## src/rtl/mem_access_unit.sv

```systemverilog
// MEM-stage access unit: drives a req/ready data-memory handshake from the EX/MEM register,
// stalls the pipeline while an access is outstanding, and holds the MEM/WB register.
module mem_access_unit #(
    parameter int TIMEOUT = 64
) (
    input  logic        clock,
    input  logic        reset,
    input  logic [31:0] inResult,
    input  logic [31:0] inWriteData,
    input  logic        inMemRead,
    input  logic        inMemWrite,
    input  logic        inWord,
    input  logic        inRegWrite,
    input  logic [4:0]  inRd,
    output logic        outStall,
    output logic        memReq,
    output logic        memWe,
    output logic [31:0] memAddr,
    output logic [31:0] memWdata,
    output logic [3:0]  memByteEn,
    input  logic        memReady,
    input  logic [31:0] memRdata,
    output logic [31:0] outReadData,
    output logic [31:0] outAluResult,
    output logic [4:0]  outRd,
    output logic        outRegWrite,
    output logic        outMemToReg,
    output logic        outMisaligned,
    output logic        outBusError
);

    localparam int CW = $clog2(TIMEOUT + 1);

    typedef enum logic [1:0] {
        S_IDLE     = 2'd0,
        S_ACCESS   = 2'd1,
        S_COMPLETE = 2'd2
    } state_t;

    // Little-endian lane select with sign extension for byte loads.
    function automatic logic [31:0] byte_extract(input logic [31:0] word, input logic [1:0] lane);
        logic [7:0] b;
        case (lane)
            2'd0:    b = word[7:0];
            2'd1:    b = word[15:8];
            2'd2:    b = word[23:16];
            default: b = word[31:24];
        endcase
        return {{24{b[7]}}, b};
    endfunction

    state_t        state_q, state_d;
    logic [CW-1:0] cnt_q, cnt_d;
    logic [31:0]   hold_q, hold_d;
    logic          buserr_q, buserr_d;

    logic [31:0]   rdata_q, rdata_d;
    logic [31:0]   alu_q, alu_d;
    logic [4:0]    rd_q, rd_d;
    logic          regw_q, regw_d;
    logic          m2r_q, m2r_d;
    logic          mis_q, mis_d;
    logic          berr_q, berr_d;

    logic          memop_s, mis_s, load_s, wb_load_s, wb_berr_s;

    // Next-state, handshake and MEM/WB next-value logic.
    always_comb begin
        memop_s   = inMemRead | inMemWrite;
        mis_s     = memop_s & inWord & (inResult[1:0] != 2'b00);
        load_s    = inMemRead & ~inMemWrite;
        state_d   = state_q;
        cnt_d     = cnt_q;
        hold_d    = hold_q;
        buserr_d  = buserr_q;
        outStall  = 1'b0;
        wb_load_s = 1'b0;
        wb_berr_s = 1'b0;
        memReq    = 1'b0;
        memWe     = 1'b0;
        memAddr   = 32'h0000_0000;
        memWdata  = 32'h0000_0000;
        memByteEn = 4'b0000;

        case (state_q)
            S_IDLE: begin
                cnt_d    = {CW{1'b0}};
                buserr_d = 1'b0;
                if (memop_s && !mis_s) begin
                    outStall = 1'b1;
                    state_d  = S_ACCESS;
                end else begin
                    wb_load_s = 1'b1;
                end
            end
            S_ACCESS: begin
                outStall = 1'b1;
                cnt_d    = cnt_q + {{(CW-1){1'b0}}, 1'b1};
                if (memReady) begin
                    hold_d  = inWord ? memRdata : byte_extract(memRdata, inResult[1:0]);
                    state_d = S_COMPLETE;
                end else if (cnt_q == CW'(TIMEOUT - 1)) begin
                    buserr_d = 1'b1;
                    hold_d   = 32'h0000_0000;
                    state_d  = S_COMPLETE;
                end else begin
                    state_d = S_ACCESS;
                end
            end
            S_COMPLETE: begin
                wb_load_s = 1'b1;
                wb_berr_s = buserr_q;
                state_d   = S_IDLE;
            end
            default: begin
                state_d = S_IDLE;
            end
        endcase

        // Request is also gated by reset so a reset during ACCESS drops it at once.
        if (state_q == S_ACCESS && reset) begin
            memReq    = 1'b1;
            memWe     = inMemWrite;
            memAddr   = {inResult[31:2], 2'b00};
            memWdata  = inWord ? inWriteData : {4{inWriteData[7:0]}};
            memByteEn = inWord ? 4'b1111 : (4'b0001 << inResult[1:0]);
        end else begin
            memReq = 1'b0;
        end

        rdata_d = rdata_q;
        alu_d   = alu_q;
        rd_d    = rd_q;
        regw_d  = regw_q;
        m2r_d   = m2r_q;
        mis_d   = mis_q;
        berr_d  = berr_q;
        if (wb_load_s) begin
            rdata_d = (state_q == S_COMPLETE && load_s && !wb_berr_s) ? hold_q : 32'h0000_0000;
            alu_d   = inResult;
            rd_d    = inRd;
            regw_d  = inRegWrite & ~mis_s & ~wb_berr_s;
            m2r_d   = load_s;
            mis_d   = mis_s;
            berr_d  = wb_berr_s;
        end else begin
            rdata_d = rdata_q;
        end
    end

    // State, timeout counter, load holding register and MEM/WB register.
    always_ff @(posedge clock) begin
        if (!reset) begin
            state_q  <= S_IDLE;
            cnt_q    <= {CW{1'b0}};
            hold_q   <= 32'h0000_0000;
            buserr_q <= 1'b0;
            rdata_q  <= 32'h0000_0000;
            alu_q    <= 32'h0000_0000;
            rd_q     <= 5'd0;
            regw_q   <= 1'b0;
            m2r_q    <= 1'b0;
            mis_q    <= 1'b0;
            berr_q   <= 1'b0;
        end else begin
            state_q  <= state_d;
            cnt_q    <= cnt_d;
            hold_q   <= hold_d;
            buserr_q <= buserr_d;
            rdata_q  <= rdata_d;
            alu_q    <= alu_d;
            rd_q     <= rd_d;
            regw_q   <= regw_d;
            m2r_q    <= m2r_d;
            mis_q    <= mis_d;
            berr_q   <= berr_d;
        end
    end

    assign outReadData   = rdata_q;
    assign outAluResult  = alu_q;
    assign outRd         = rd_q;
    assign outRegWrite   = regw_q;
    assign outMemToReg   = m2r_q;
    assign outMisaligned = mis_q;
    assign outBusError   = berr_q;

endmodule
```

## config.mk

```make
export PLATFORM = sky130hd
export DESIGN_NAME = mem_access_unit
export DESIGN_NICKNAME = d
export VERILOG_FILES = /design/src/rtl/mem_access_unit.sv
export SDC_FILE = /design/constraint.sdc
export NUM_CORES = 1
export LEC_CHECK = 0
export CAP_MARGIN = 20
export CORE_MARGIN = 3
export CORE_UTILIZATION = 30
export DETAILED_ROUTE_END_ITERATION = 12
export GPL_TIMING_DRIVEN = 0
export HOLD_SLACK_MARGIN = 0.1
export PLACE_DENSITY = 0.63
export SYNTH_ARGS = -nofsm -noshare
export SYNTH_HDL_FRONTEND = slang
export SYNTH_SLANG_ARGS = --single-unit
export TNS_END_PERCENT = 50
```

## constraint.sdc

```tcl
create_clock -name clock -period 1.8 [get_ports clock]
set_clock_uncertainty 0.15 [all_clocks]
set_input_delay 0.18 -clock clock [delete_from_list [all_inputs] [get_ports clock]]
set_output_delay 0.18 -clock clock [all_outputs]
set_load 0.1 [all_outputs]
```

Yosys cells after proc, flatten, opt, wreduce, memory -nomap -nowiden:

Index checks and enable logic that the tools add are counted.

* output and inout bits: 144
* bits of input ports: 108
* register bits after elaboration: 115
* word-level logic and storage cells: 68

* equal/unequal tests: 8
* reduce and logical (&&, ||, !) cells: 13
* shift operators: 1
* $add $sub $neg: 1
* mux-type cells: 25
* bitwise gates (word level): 9

Operators by type and width (number)
* $mux 32: 7
* $pmux 8 s3: 1
* $pmux 7 s2: 1
* $mux 4: 2
* $add 7x1->7 const B: 1
* $eq 7x6->1 const B: 1
* $mux 1: 7
* $mux 2: 3
* $ne 2x2->1 const B: 3
* $pmux 1 s2: 3
* $reduce_bool 2->1: 3
* $and 1x1->1: 5
* $eq 2x1->1 const B: 2
* $eq 2x2->1 const B: 2
* $logic_and 1x1->1: 4
* $logic_not 2->1: 2
* $pmux 2 s2: 1
* $shl 1x2->4 const A: 1
* $not 1->1: 3
* $reduce_and 3->1: 1
* $logic_not 1->1: 2
* $reduce_and 2->1: 1
* $or 1x1->1: 1

Depth between registers and ports, before layout:

* word-level depth: 7
* mapped depth: 7
* depth with buffers taken out: 6

Worst setup path before layout:

OpenSTA, ideal clock, no wires.

* path kind: reg-to-output
* start point: register state_q[0]
* end point: output memAddr[22]
* path slack: -1042 ps
* arrival time: 2512 ps
* data required time: 1470 ps
* stages on the path, launching flop included: 6
* path buffers: 1
* cells stage by stage: dfxtp_1 > nor2b_4 > nand2_2 > clkinv_2 > clkbuf_1 > and2_1

* longest elaborated chain between the ends: 3

Ends and longest elaborated chain
* start, declared: RTL line 52 `state_t state_q, state_d;`
* start signal, assigned: RTL line 166 `state_q <= state_d;`
* $eq 2x1->1: RTL line 121 `if (state_q == S_ACCESS && reset) begin`
* $logic_and 1x1->1: RTL line 121
* $mux 32: RTL line 121
* end, declared: RTL line 18 `output logic [31:0] memAddr,`

No other way between the ends.

Worst setup path after layout:

* start point: register state_q[0]
* end point: output memAddr[12]

Same word-level chain as after synthesis.

==> results.yml <==
global_routing:
  track_usage_pct: 21.6
  antenna_found_initial: 0
  gr-total-overflow: 0
  grt_pass1_wl_um: 31100
  grt_pass1_vias: 5750
  grt_max_degree: 17
die:
  fp.dieH_um: 135
  fp.dieArea_um2: 18200
  die_width_um: 135
  start_util_pct: 31.0
  rows: 46
  core-area_um2: 16100
  ios: 252
sta:
  fmax_mhz: 491
  layout_setup_ws_ns: -0.238
  period_needed_ns: 2.04
  setup_viol: 102
  finalCritPeriodShare_pct: 113
  maxSlewHeadroom_pct: 60.0
  slew_violations: 0
  hold_viol: 0
  worst_pin_slew_ns: 0.602
  rsz0062_at_grt: "true"
synthesis:
  synth_edf_count: 0
  synth_cells: 581
  synthAdderAreaFrac_pct: 0.251
  synth_area_leaders: "dfxtp_1 (46%), a21oi_1 (11%), nand2_1 (8.1%), a22o_1 (6.9%), and2_1 (4.8%)"
  yosys_warnings: 0
  ys_async_sr_fraction_pct: 0
  synth_mux_area_share_pct: 3.01
  synth-simple-area-share_pct: 18.7
  yosysMostFrequentCell: "dfxtp_1"
  synth_area_um2: 4980
  ys_ff_latch: 115
  synthFlopType: "dfxtp_1"
  synth_top_family_by_area: "compound AO/OA/AOI/OAI gates"
  synth_compound_area_share_pct: 26.5
  synth_largest_area_cell: "dfxtp_1"
  synth.distinct_cells: 46
  yosys-top-cells-count: "dfxtp_1 (115), a21oi_1 (111), nand2_1 (107), a22o_1 (39), and2_1 (38)"
  synth_top_area_share_pct: 46.2
  avgSynthCellArea_um2: 8.58
  ys_seq_area_share_pct: 46.2
  yosys.area_share.xor_xnor_pct: 0
critical_path:
  cp_slowest_cell: "dfxtp_2"
  critPathKind: "flop to output pin"
  slowest_delay_ns: 0.35
  reg2regPathDepth: 9
  critPathCapture: "memAddr[12]"
  cp.arrival_ns: 1.71
  reg2reg_from: "state_q[0]"
  critPathRequiredTime_ns: 1.47
  worstReg2RegEnd: "hold_q[18]"
  path_common_cell: "clkbuf_16"
  crit_path_cell_trace: "nor2b_4 -> nand2_4 -> inv_8 -> clkbuf_16 -> clkbuf_16 -> and2_4 -> buf_12"
  end_kind: "output pin"
  cp_max_fo: 6
  worst_setup_path_start_kind: "flop"
  r2r_slack_ns: -0.04
  startpoint: "state_q[0]"
placed_design:
  port_buffers: 247
  dpl_cell_area_um2: 8100
  dpl.cell_count: 1045
  globalplace.congestion: 0.881
  place_hpwl_um: 14900
clock_tree:
  cts_buffers: 17
  clock_latency_ns: 0.41
  root_buffer: "clkbuf_16"
  tritoncts: "built"
  cts.sinks: 115
  cts.clk_slew.worst_paths_ns: 0.05
  htreeDepth: 4
  cts.path.max_buffers: 2
finish:
  seq_area_um2: 2310
  final_area_um2: 9830
  multi_input_area_um2: 2900
  area_delta_synth_final_pct: 97.4
  final_cells: 1091
  antennaDiodeCount: 0
  fillers: 1287
  drive_gt1_share_pct: 36.3
  final_nets: 972
routing:
  via_per_inst: 5.05
  drt_pre_antenna_iters: 6
  via_count: 5507
  drt_iter0_markers: 248
  wl_um: 20100
  drcViolationCount: 0
  wl_per_cell_um: 18.4
  ant_nets: 0
power:
  vdd_drop_max_v: 0.000726
  p_leak_nw: 3.79
  powerDensity_nw_per_um2: 885
  p_total_mw: 8.70
outcome:
  status: "complete, but fails checks"
  violations: "setup timing"
min_path:
  min_from: "reset"
  holdCritPathClass: "input pin to flop"
job:
  maxCapViolCount: 0
==> flip-flops by register name, summed over array words and instances, names as in the netlist, 2 cells and up <==
name          cells
outAluResult     32
cnt_q             7
outReadData      32
state_q           2
outRd             5
hold_q           32
==> cells by family after synthesis <==
family                   after synthesis
other                                  1
adder cells (fa/ha/maj)                1
flip-flops                           115
AND/OR/NAND/NOR                      196
buffers and inverters                 55
AO/OA/AOI/OAI                        198
multiplexers                          15
==> routing by layer <==
metal	wire length, um	up-vias	GRT usage (%)	part of all wire (%)
li1	-	2606	-	-
met1	7790	2565	25.7	39
met2	9720	311	37.2	48
met3	2280	25	8.27	11
met4	299	0	5.03	1.5
met5	0	-	0	0
==> how the worst min path moves through the flow <==
| stage | end | depth (start not counted) |
|---|---|---|
| after floorplan | outAluResult[0] | 2 |
| after global placement | outRd[0] | 2 |
| after detailed placement | outRd[0] | 2 |
| after CTS | outAluResult[0] | 3 |
| after global routing | hold_q[1] | 3 |
| final | cnt_q[3] | 4 |
==> layout by cell type, fill, tap and decap left out, drive strengths merged, types with 3 or more instances in the layout <==
cell / count
dfxtp: 115
a21oi: 112
nand2: 109
buf: 108
clkdlybuf4s50: 103
clkdlybuf4s15: 67
clkbuf: 49
a22o: 39
and2: 38
o2bb2ai: 25
nor2: 17
mux2i: 15
nand2b: 9
nor2b: 9
inv: 9
o21ai: 7
or4: 4
a31oi: 4
nand3: 3
clkinvlp: 3
bufinv: 3
clkinv: 3
==> critical path, delay by kind of cell (launching register included) <==
kind / cells / cell delay (ns)
buffers and inverters: 4 / 0.53
DFF: 1 / 0.35
and+or+nand+nor: 3 / 0.41
==> power by group <==
group	leakage (nW)	switching (mW)	internal, mW	total [mW]
clock	0.289	1.21	2.25	3.47
sequential	0.937	0.0673	2.66	2.73
combinational	2.57	1.66	0.843	2.50
==> timing repair <==
action | in CTS | in global routing
hold endpoints to repair | 5 | 0
pin swaps | 18 | 9
hold buffers | 2 | 0
gates cloned | 3 | 0
resized for setup | 853 | 67
setup buffers | 6 | 5
setup endpoints to repair | 243 | 147
==> metrics by stage <==
| step | util, % | setup TNS [ns] | worst slack [ns] | hold WS [ns] |
|---|---|---|---|---|
| global route | 61.2 | -25.65 | -0.306 | 0.194 |
| CTS | 59.8 | -15.62 | -0.255 | 0.151 |
| global placement | 50.5 | -131.81 | -1.43 | 0.291 |
| finish | 61.2 | -11.59 | -0.238 | 0.166 |
| floorplan | - | -4.00 | -0.171 | 0.166 |
| detailed placement | 50.5 | -135.94 | -1.48 | 0.297 |
==> final cells by class <==
cell class / instances / area share, %
repair buffers: 263 / 34.3
clock buffers: 20 / 4.64
clock inverters: 11 / 1.55
well taps: 216 / 2.75
inverters: 7 / 0.344
flip-flops and latches: 115 / 23.5
plain buffers: 47 / 3.47
multi-input cells: 412 / 29.5
No activity file was read; power rests on OpenSTA's default activity.
